==> src/rtl/digdug_bus_pkg.sv <==
// Shared types and widths for the Dig Dug device-bus arbiter.
// Imported by the arbiter top and its round-robin picker.
package digdug_bus_pkg;

  localparam int DEV_AW = 16;
  localparam int DEV_DW = 8;
  localparam int TO_W   = 4;

  typedef enum logic [1:0] {
    IDLE  = 2'd0,
    ISSUE = 2'd1,
    WAIT  = 2'd2,
    DONE  = 2'd3
  } state_e;

endpackage

==> src/rtl/digdug_rr_pick.sv <==
// Combinational round-robin picker: the first pending requester after the
// previous grant (wrapping) wins; valid_o flags that anything was pending.
module digdug_rr_pick #(
  parameter int NREQ = 3
) (
  input  logic [NREQ-1:0] pending_i,
  input  logic [NREQ-1:0] lastGrant_i,
  output logic [NREQ-1:0] grant_o,
  output logic            valid_o
);

  always_comb begin
    int lastIdx;
    int idx;
    logic found;
    lastIdx = 0;
    idx     = 0;
    found   = 1'b0;
    grant_o = '0;
    for (int i = 0; i < NREQ; i++) begin
      if (lastGrant_i[i]) lastIdx = i;
    end
    // Search starts one past the previous owner so it is served last.
    for (int off = 1; off <= NREQ; off++) begin
      idx = (lastIdx + off) % NREQ;
      if (!found && pending_i[idx]) begin
        grant_o[idx] = 1'b1;
        found        = 1'b1;
      end
    end
    valid_o = found;
  end

endmodule

==> src/rtl/digdug_devbus_arbiter.sv <==
// Round-robin arbiter sharing the I/O device bus between the three CPU cores,
// one transaction at a time, with a read timeout returning open-bus data.
module digdug_devbus_arbiter
  import digdug_bus_pkg::*;
#(
  parameter int                NREQ      = 3,
  parameter int                TIMEOUT   = 15,
  parameter logic [DEV_DW-1:0] IDLE_DATA = 8'hFF
) (
  input  logic                     MCLK,
  input  logic                     RESET,
  input  logic [NREQ-1:0]          RSTS,
  input  logic [NREQ-1:0]          REQ_RD,
  input  logic [NREQ-1:0]          REQ_WR,
  input  logic [DEV_AW*NREQ-1:0]   REQ_AD,
  input  logic [DEV_DW*NREQ-1:0]   REQ_DI,
  output logic [NREQ-1:0]          REQ_ACK,
  output logic [DEV_DW-1:0]        REQ_DO,
  output logic [NREQ-1:0]          GRANT,
  output logic [DEV_AW-1:0]        DEV_AD,
  output logic                     DEV_RD,
  output logic                     DEV_WR,
  output logic [DEV_DW-1:0]        DEV_DI,
  input  logic                     DEV_DV,
  input  logic [DEV_DW-1:0]        DEV_DO
);

  localparam logic [NREQ-1:0] LAST_RST = {1'b1, {(NREQ-1){1'b0}}};
  localparam logic [TO_W-1:0] TO_LAST  = TO_W'(TIMEOUT - 1);

  state_e            state_q, state_d;
  logic [NREQ-1:0]   grant_q, grant_d;
  logic [NREQ-1:0]   last_q, last_d;
  logic [NREQ-1:0]   ack_q, ack_d;
  logic              isWr_q, isWr_d;
  logic              rd_q, rd_d;
  logic              wr_q, wr_d;
  logic [DEV_AW-1:0] ad_q, ad_d;
  logic [DEV_DW-1:0] di_q, di_d;
  logic [DEV_DW-1:0] do_q, do_d;
  logic [TO_W-1:0]   cnt_q, cnt_d;

  logic [NREQ-1:0]   pending;
  logic [NREQ-1:0]   pick;
  logic              pickValid;
  logic [DEV_AW-1:0] selAd;
  logic [DEV_DW-1:0] selDi;
  logic              ownerMasked;

  // A requester still holding its level in its own ACK cycle must not win again.
  assign pending     = (REQ_RD | REQ_WR) & ~RSTS & ~ack_q;
  assign ownerMasked = |(RSTS & grant_q);

  digdug_rr_pick #(.NREQ(NREQ)) u_pick (
    .pending_i   (pending),
    .lastGrant_i (last_q),
    .grant_o     (pick),
    .valid_o     (pickValid)
  );

  always_comb begin
    selAd = '0;
    selDi = '0;
    for (int i = 0; i < NREQ; i++) begin
      if (pick[i]) begin
        selAd = REQ_AD[DEV_AW*i +: DEV_AW];
        selDi = REQ_DI[DEV_DW*i +: DEV_DW];
      end
    end
  end

  always_comb begin
    state_d = state_q;
    grant_d = grant_q;
    last_d  = last_q;
    ack_d   = '0;
    isWr_d  = isWr_q;
    rd_d    = 1'b0;
    wr_d    = 1'b0;
    ad_d    = ad_q;
    di_d    = di_q;
    do_d    = do_q;
    cnt_d   = cnt_q;
    case (state_q)
      IDLE: begin
        grant_d = '0;
        if (pickValid) begin
          grant_d = pick;
          last_d  = pick;
          ad_d    = selAd;
          di_d    = selDi;
          // A simultaneous read and write request is served as a write.
          isWr_d  = |(pick & REQ_WR);
          wr_d    = |(pick & REQ_WR);
          rd_d    = ~(|(pick & REQ_WR));
          state_d = ISSUE;
        end
      end
      ISSUE: begin
        if (ownerMasked) begin
          grant_d = '0;
          state_d = IDLE;
        end else if (isWr_q) begin
          ack_d   = grant_q;
          state_d = DONE;
        end else if (DEV_DV) begin
          do_d    = DEV_DO;
          ack_d   = grant_q;
          state_d = DONE;
        end else begin
          cnt_d   = '0;
          state_d = WAIT;
        end
      end
      WAIT: begin
        if (ownerMasked) begin
          grant_d = '0;
          state_d = IDLE;
        end else if (DEV_DV) begin
          do_d    = DEV_DO;
          ack_d   = grant_q;
          state_d = DONE;
        end else if (cnt_q == TO_LAST) begin
          do_d    = IDLE_DATA;
          ack_d   = grant_q;
          state_d = DONE;
        end else begin
          cnt_d   = cnt_q + 1'b1;
        end
      end
      DONE: begin
        grant_d = '0;
        state_d = IDLE;
      end
      default: begin
        grant_d = '0;
        state_d = IDLE;
      end
    endcase
  end

  always_ff @(posedge MCLK or posedge RESET) begin
    if (RESET) begin
      state_q <= IDLE;
      grant_q <= '0;
      last_q  <= LAST_RST;
      ack_q   <= '0;
      isWr_q  <= 1'b0;
      rd_q    <= 1'b0;
      wr_q    <= 1'b0;
      ad_q    <= '0;
      di_q    <= '0;
      do_q    <= '0;
      cnt_q   <= '0;
    end else begin
      state_q <= state_d;
      grant_q <= grant_d;
      last_q  <= last_d;
      ack_q   <= ack_d;
      isWr_q  <= isWr_d;
      rd_q    <= rd_d;
      wr_q    <= wr_d;
      ad_q    <= ad_d;
      di_q    <= di_d;
      do_q    <= do_d;
      cnt_q   <= cnt_d;
    end
  end

  assign REQ_ACK = ack_q;
  assign REQ_DO  = do_q;
  assign GRANT   = grant_q;
  assign DEV_AD  = ad_q;
  assign DEV_RD  = rd_q;
  assign DEV_WR  = wr_q;
  assign DEV_DI  = di_q;

endmodule

==> config.mk <==
export PLATFORM = sky130hd
export DESIGN_NAME = digdug_devbus_arbiter
export DESIGN_NICKNAME = d
export VERILOG_FILES = /design/src/rtl/digdug_bus_pkg.sv /design/src/rtl/digdug_rr_pick.sv /design/src/rtl/digdug_devbus_arbiter.sv
export SDC_FILE = /design/constraint.sdc
export NUM_CORES = 1
export LEC_CHECK = 0
export BUFFER_PORTS_ARGS = -buffer_cell sky130_fd_sc_hd__buf_4
export CORE_ASPECT_RATIO = 0.7
export CORE_MARGIN = 5
export CORE_UTILIZATION = 41
export CTS_BUF_LIST = sky130_fd_sc_hd__clkbuf_4 sky130_fd_sc_hd__clkbuf_8
export CTS_CLUSTER_SIZE = 25
export DETAILED_ROUTE_END_ITERATION = 6
export MAX_ROUTING_LAYER = met4
export PLACE_DENSITY = 0.78
export SLEW_MARGIN = 30
export SYNTH_ARGS = -nofsm -noshare
export SYNTH_HDL_FRONTEND = slang
export SYNTH_HIERARCHICAL = 1
export SYNTH_SLANG_ARGS = --single-unit
==> constraint.sdc <==
create_clock -name MCLK -period 5.95 [get_ports MCLK]
set_input_delay 0.2975 -clock MCLK [delete_from_list [all_inputs] [get_ports MCLK]]
set_output_delay 0.2975 -clock MCLK [all_outputs]
set_load 0.03 [all_outputs]
---- Word-level counts from Yosys, hierarchy flattened ----
Index checks and enable logic that the tools add are counted.
storage, ports and cells
  flip-flop bits (word level) ............. 50
  input bits .............................. 92
  output and inout port bits .............. 40
  word-level logic and storage cells ...... 130
cells by class
  $add $sub $neg .......................... 4
  div/mod/pow operators ................... 3
  order comparisons ....................... 6
  equal/unequal tests ..................... 15
  mux-type cells .......................... 65
  bitwise operators ....................... 10
  reduce and logical (&&, ||, !) cells .... 16
operator list
  cell                                                                number
  greater-or-equal comparator 32 x 1 -> 1 bit, second input constant  3
  < comparator 32 x 4 -> 1 bit, second input constant                 3
  remainder unit 32 x 3 -> 32 bit, second input constant              3
  two-way mux 8 bit                                                   9
  adder 32 x 3 -> 32 bit, second input constant                       2
  two-way mux 16 bit                                                  3
  two-way mux 3 bit                                                   11
  adder 32 x 2 -> 32 bit, second input constant                       1
  two-way mux 32 bit                                                  1
  two-way mux 4 bit                                                   6
  two-way mux 1 bit                                                   19
  inequality test 2 bit, second input constant                        8
  one-hot mux 8 bit (2 select lines)                                  1
  AND 3 bit                                                           4
  two-way mux 2 bit                                                   5
  bitwise OR 3 bit                                                    3
  one-hot mux 3 bit (3 select lines)                                  1
  one-hot mux 2 bit (4 select lines)                                  1
  one-hot mux 4 bit (2 select lines)                                  1
  AND reduction 7 bit                                                 1
  binary-select mux 1 bit (select 2 bit)                              3
  demux 1 bit (select 2 bit)                                          3
  inverter 3 bit                                                      2
  one-hot mux 3 bit (2 select lines)                                  1
  other kinds (16)                                                    24

---- Longest topological paths before layout ----
Gate-level depths: netlist of run 1.
  depth after elaboration ................. 19
  mapped depth ............................ 9
  mapped depth without buffers ............ 8

---- Hierarchy ----
Netlist of run 1, hierarchy kept.
by module, submodules not included
  module                 times used  cells an instance  area an instance (um^2)  seq. area each (um^2)
  digdug_devbus_arbiter  1           272                2588.7                   1252.5
  digdug_rr_pick         1           10                 68.8                     0.0

---- Worst setup path before layout of run 1 ----
OpenSTA, ideal clock, no wires.
  path kind ............................... register to register
  start ................................... reg ack_q[0], in the netlist REQ_ACK[0]
  end ..................................... reg ad_q[0], in the netlist DEV_AD[0]
  library setup time ...................... 0.095 ns
  data arrival time ....................... 1.985 ns
  required time ........................... 5.855 ns
  path slack .............................. 3.870 ns
  cell stages (with the launch flop) ...... 8
  path buffers ............................ 1
  period minus slack after synthesis ...... 2.080 ns
  cell sequence ........................... dfrtp_1 nor3_1 nor2b_1 a22o_2 nor2b_1 clkbuf_1 a221oi_1 o31ai_1
on the way
  longest elaborated chain between the ends .. 15
  elaborated cells on any way between the ends .. 27
  classes of those cells .................. 18 x mux; 4 x bitwise; 5 x reduce/logical
RTL lines
  element                                                line                          text
  from (decl)                                            digdug_devbus_arbiter.sv:34   logic [NREQ-1:0] ack_q, ack_d;
  from (signal assigned)                                 digdug_devbus_arbiter.sv:159  ack_q <= ack_d;
  inverter 3 bit *                                       digdug_devbus_arbiter.sv:51   assign pending = (REQ_RD | REQ_WR) & ~RSTS & ~ack_q;
  AND 3 bit *                                            digdug_devbus_arbiter.sv:51
  named net pending[0]                                   digdug_devbus_arbiter.sv:43   logic [NREQ-1:0] pending;
  binary-select mux 1 bit (select 2 bit)                 digdug_rr_pick.sv:26          if (!found && pending_i[idx]) begin
  two-way mux 1 bit (implied by the code) (2 in series)  digdug_rr_pick.sv:26
  two-way mux 1 bit                                      digdug_rr_pick.sv:26
  zero test 1 bit                                        digdug_rr_pick.sv:26
  logical AND 1 bit                                      digdug_rr_pick.sv:26
  two-way mux 1 bit                                      digdug_rr_pick.sv:26
  zero test 1 bit                                        digdug_rr_pick.sv:26
  logical AND 1 bit                                      digdug_rr_pick.sv:26
  two-way mux 3 bit *                                    digdug_rr_pick.sv:26
  named net pick[0]                                      digdug_devbus_arbiter.sv:44   logic [NREQ-1:0] pick;
  two-way mux 16 bit * (3 in series)                     digdug_devbus_arbiter.sv:65   if (pick[i]) begin
  to (signal assigned)                                   digdug_devbus_arbiter.sv:151  ad_q <= '0;
  to (signal assigned)                                   digdug_devbus_arbiter.sv:163  ad_q <= ad_d;
  to (decl)                                              digdug_devbus_arbiter.sv:38   logic [DEV_AW-1:0] ad_q, ad_d;
The timed path passes the listed nets; every way through them passes the cells marked *. The select of a mux whose other input is x is not followed.
A chain may end at the register's enable or synchronous reset.

---- Final worst setup path of run 1 ----
  start ................................... reg ack_q[1], in the netlist REQ_ACK[1]
  end ..................................... reg isWr_q
on the way
  longest elaborated chain between the ends .. 14
  elaborated cells on any way between the ends .. 26
  classes of those cells .................. 15 x mux; 5 x bitwise; 6 x reduce/logical
RTL lines
  element                                                line                          text
  inverter 3 bit *                                       digdug_devbus_arbiter.sv:51
  AND 3 bit *                                            digdug_devbus_arbiter.sv:51
  named net pending[1]                                   digdug_devbus_arbiter.sv:43
  binary-select mux 1 bit (select 2 bit)                 digdug_rr_pick.sv:26
  two-way mux 1 bit (implied by the code) (2 in series)  digdug_rr_pick.sv:26
  two-way mux 1 bit                                      digdug_rr_pick.sv:26
  zero test 1 bit                                        digdug_rr_pick.sv:26
  logical AND 1 bit                                      digdug_rr_pick.sv:26
  two-way mux 1 bit                                      digdug_rr_pick.sv:26
  zero test 1 bit                                        digdug_rr_pick.sv:26
  logical AND 1 bit                                      digdug_rr_pick.sv:26
  two-way mux 3 bit *                                    digdug_rr_pick.sv:26
  named net pick[2]                                      digdug_devbus_arbiter.sv:44
  AND 3 bit *                                            digdug_devbus_arbiter.sv:93   isWr_d = |(pick & REQ_WR);
  OR reduction 3 bit *                                   digdug_devbus_arbiter.sv:93
  to (signal assigned)                                   digdug_devbus_arbiter.sv:160  isWr_q <= isWr_d;
  to (decl)                                              digdug_devbus_arbiter.sv:35   logic isWr_q, isWr_d;
Marks and branches as above.

==> results.json, run 1 <==
{
  "ctsHoldBuffers": 0,
  "finalWorstSetupSlack_ps": 3510,
  "fin_tns_setup_ps": 0,
  "clock_skew_ps": 8.71,
  "grt_pass1_vias": 2543,
  "critical_path_class": "reg -> reg",
  "critPathLaunch": "REQ_ACK[1]",
  "root_buffer": "clkbuf_8",
  "synthCells": 278,
  "total_leakage_power_nw": 1.84,
  "synthesis.area_um2": 2620,
  "clk_latency_ps": 310,
  "cp.required_ps": 6150,
  "gp_congestion": 0.844,
  "cts_buffer_depth": 2,
  "rsz0062_at_grt": "no",
  "cts.sinks": 49,
  "synth_nets": 375,
  "finalHoldViolations": 0,
  "layout-drive-gt1-share": 0.378,
  "syn_to_final_growth_pct": 43.7,
  "place_ws_ps": 3480,
  "portBuffers": 131,
  "end_kind": "flop",
  "critPathLaunchType": "flop",
  "worst_pin_slew_ps": 626,
  "final_cell_area_um2": 3770,
  "r2r-start": "REQ_ACK[1]",
  "core_area_um2": 6220,
  "cts_tree": "done",
  "grt_max_degree": 50,
  "fin_hold_ws_ps": 59.7,
  "p_total_mw": 1.86,
  "max-cap-violations": 0,
  "start_util": 0.422,
  "grt-ovfl-total": 0,
  "dr.pass1.iters": 4,
  "grt_usage": 0.198,
  "hpwl_mm": 5.85,
  "slew-limit-headroom": 0.583,
  "finalCritPeriodShare": 0.410,
  "wl_per_cell_um": 16.2,
  "yosysWarnings": 6,
  "placed_area_um2": 3670,
  "dr.first_iter.drc_count": 122,
  "dieHeight_um": 76.9,
  "grt_pass1_wl_mm": 12.8,
  "worstPathArrival_ps": 2640,
  "nets": 498,
  "cts_setup_buffers": 0,
  "dieArea_um2": 8120,
  "vias": 2618,
  "cts.clk_slew.worst_paths_ps": 100,
  "ir_drop_uv": 184,
  "power_density_nw_per_um2": 493,
  "drv_slew": 0,
  "post-route-min-period_ps": 2440,
  "antenna_found_initial": 0,
  "cts_made_buffers": 5,
  "status": "complete, no violations",
  "cts_resized": 0,
  "route.detailed.drc": 0,
  "die_w_um": 106,
  "io_pins": 132,
  "setup_viol": 0,
  "wirelength_mm": 7.77,
  "synth.avg_cell_area_um2": 9.43,
  "fmax_ghz": 0.409,
  "cp_max_fo": 41,
  "min_path_type": "in -> async",
  "cts_max_level": 2,
  "diodes": 0,
  "drtAntennaViolNets": 0,
  "viasPerCell": 5.45,
  "rows": 24
}
[worst max-delay path, cell delays in order, from the launching register on]
cell	delay, ps
dfrtp_1	410
nor3_1	470
nand2b_1	150
a22o_1	390
buf_4	310
a222oi_1	340
and2_1	210
nor2_1	50
[flip-flops by register name (all words and copies together) (netlist names)]
register,cells
DEV_AD,16
DEV_DI,8
REQ_DO,8
cnt_q,4
GRANT,3
REQ_ACK,3
last_q,2
state_q,2
DEV_RD,1
DEV_WR,1
isWr_q,1
[per-stage QoR]
step | utilization | instances
CTS | 0.606 | 480
floorplan | - | 278
detailed placement | 0.591 | 472
global route | 0.606 | 480
finish | 0.606 | 480
global placement | 0.590 | 472
[placed cells by master (no fill, tap or decap), types with 2 or more instances in the layout]
master      n
nand2_1    38
inv_1      13
buf_4     135
o31ai_1    24
a222oi_1    2
nor3_1      4
nor2b_1    25
nand3_1    11
nand2b_1    3
and2_1      5
mux2i_1     8
dfrtp_1    48
ha_1        5
o21ai_0     8
a221oi_1   23
a21oi_1     5
nor2_1     18
clkbuf_8    5
[layout make-up]
class                           count  area (µm²)
Fill cell                         549        2450
Multi-Input combinational cell    196        1280
Sequential cell                    49        1230
Timing Repair Buffer              135        1010
Tap cell                           78        97.6
Clock buffer                        5        68.8
Inverter                           14        55.1
Clock inverter                      3        25.0
[power breakdown]
part	internal [mW]	switching, mW
registers	0.475	0.0878
logic	0.421	0.665
clock network	0.0852	0.123
total	0.982	0.876
[metal layers]
metal | track usage | routed length (µm)
met4 | 0.0336 | 36
met1 | 0.270 | 3400
met5 | - | 0
met3 | 0.0436 | 569
met2 | 0.309 | 3770
[path summary, 6_finish.rpt]
kind | slack (ps) | endpoint | cells after the start
setup / recovery | 3510 | isWr_q | 7
hold / removal | 60 | DEV_AD[11] | 2
setup reg to reg | 3510 | isWr_q | 7
hold reg to reg | 480 | DEV_DI[2] | 2
max in group asynchronous | 5450 | DEV_AD[2] | 2
min in group MCLK | 250 | REQ_DO[6] | 3
Power figures use the tool's default switching activity.
==> inputs of run 2 (changes only) <==
PLACE_DENSITY = 0.81   (was 0.78)
clock period = 2 ns   (was 5.95 ns; I/O delays follow)
==> run 2 against run 1 <==
The flow now finishes with violations (setup timing). Final cell count grew 6.0%. Clock power grew to 3.6 times the previous value. Register-to-register slack lost 3500 ps. Via count grew 5.0%.
==> results.json, run 2 (same netlist as run 1, synthesis figures left out) <==
{
  "status": "finished, violations left",
  "violations": "setup timing",
  "diodes": 0,
  "drv_slew": 0,
  "die_w_um": 106,
  "core_area_um2": 6220,
  "p_total_mw": 6.35,
  "cts_tree": "done",
  "cts_buffer_depth": 2,
  "critical_path_class": "reg -> reg",
  "worstPathArrival_ps": 2230,
  "grt_max_degree": 43,
  "cpPeakStageDelay_ps": 420,
  "dieArea_um2": 8120,
  "largest_register_ffs": 16,
  "worst_pin_slew_ps": 608,
  "final_cell_mix": "buf_4, dfrtp_1, nand2_1, nor2b_1, o31ai_1",
  "dr.pass1.iters": 4,
  "grt_pass1_wl_mm": 13.3,
  "wl_per_cell_um": 17.2,
  "antenna_found_initial": 0,
  "root_buffer": "clkbuf_8",
  "grt_usage": 0.208,
  "setup_viol": 2,
  "rsz0062_at_grt": "yes",
  "slowest_stage": "dfrtp_1",
  "route.detailed.drc": 0,
  "hpwl_mm": 6.13,
  "start_util": 0.422,
  "cts_made_buffers": 5,
  "syn_to_final_growth_pct": 64.6,
  "finalCritPeriodShare": 1.01,
  "power_density_nw_per_um2": 1470,
  "viasPerCell": 5.40,
  "final_common_cell": "buf_4",
  "ir_drop_uv": 754,
  "clock_skew_ps": 7.72,
  "nets": 527,
  "portBuffers": 131,
  "critPathLaunchType": "flop",
  "cts_max_level": 2,
  "cts.clk_slew.worst_paths_ps": 90,
  "io_pins": 132,
  "wirelength_mm": 8.78,
  "dr.first_iter.drc_count": 110,
  "layout-drive-gt1-share": 0.483,
  "min_path_type": "in -> reg",
  "slew-limit-headroom": 0.594,
  "fmax_ghz": 0.493,
  "post-route-min-period_ps": 2030,
  "vias": 2750,
  "finalHoldViolations": 0,
  "cp.required_ps": 2200,
  "cp_max_fo": 14,
  "fin_hold_ws_ps": 59.6,
  "cts.sinks": 49,
  "clk_latency_ps": 300,
  "grt_pass1_vias": 2702,
  "path_cells": "nor3_4 > buf_6 > nand2b_4 > o2bb2ai_4 > buf_12 > a222oi_1 > and2_1 > nor2_1",
  "finalWorstSetupSlack_ps": -27.6,
  "drtAntennaViolNets": 0,
  "grt-ovfl-total": 0,
  "rows": 24,
  "dieHeight_um": 76.9,
  "total_leakage_power_nw": 2.10,
  "gp_congestion": 0.841,
  "max-cap-violations": 0,
  "end_kind": "flop"
}
run 2: changes by cell type in the layout (fill, tap and decap cells not counted), moves of 3 or more:
cell	delta
buf_6	+4
buf_4	+17
a221oi_1	-18
a221oi_2	+17
nor3_1	-3
buf_12	+5
run 2: path summary, 6_finish.rpt:
check                            from  slack (ps)         to  cells past startpoint
max reg2reg                REQ_ACK[0]         -30     isWr_q                      8
min reg2reg                 DEV_AD[1]         490  DEV_AD[1]                      2
min                         DEV_DO[3]          60  REQ_DO[3]                      3
max                        REQ_ACK[0]         -30     isWr_q                      8
min in group asynchronous       RESET         430  REQ_DO[3]                      3
max in group asynchronous       RESET         840  DEV_DI[6]                      4
run 2: layout make-up:
class                           instances  area [µm²]
Inverter                               14        52.6
Clock buffer                            7        90.1
Sequential cell                        49        1230
Multi-Input combinational cell        197        1500
Clock inverter                          1        30.0
Timing Repair Buffer                  163        1320
Tap cell                               78        97.6
Fill cell                             488        1900
run 2: where the power goes:
part / leakage, nW / switching, mW / internal (mW)
logic: 1.42 / 2.21 / 1.70
registers: 0.618 / 0.262 / 1.41
clock network: 0.0619 / 0.336 / 0.422
run 2: critical path: cells and delay by family (launching register included):
| family | cells | cell delay (ps) |
|---|---|---|
| flops | 1 | 420 |
| buf+inv | 2 | 340 |
| simple gates | 4 | 630 |
| compound gates | 2 | 540 |
run 2: stage by stage:
stage          cells  cell area (µm²)  TNS [ps]   util  setup slack, ps
2_1_floorplan    278             2630         0      -             22.3
3_3_place_gp     483             3780     -6890  0.609             -327
3_5_place_dp     483             3790     -1360  0.610             -100
4_1_cts          493             3940     -12.5  0.634            -12.5
5_1_grt          509             4310     -1210  0.694             -184
6_report         509             4310     -34.1  0.694            -27.6
run 2: what timing repair did:
item                                   CTS  global route
resized for setup                        3            36
setup buffers                            0            15
endpoints found under the hold margin   25             0
gates cloned                             1             1
pin swaps                                0            12
hold buffers                             1             0
setup endpoints to repair               24            36
run 2: per-layer routing:
layer | share of wire | track usage
met4 | 0.011 | 0.0543
met1 | 0.43 | 0.261
met2 | 0.49 | 0.345
met5 | 0 | -
met3 | 0.063 | 0.0453
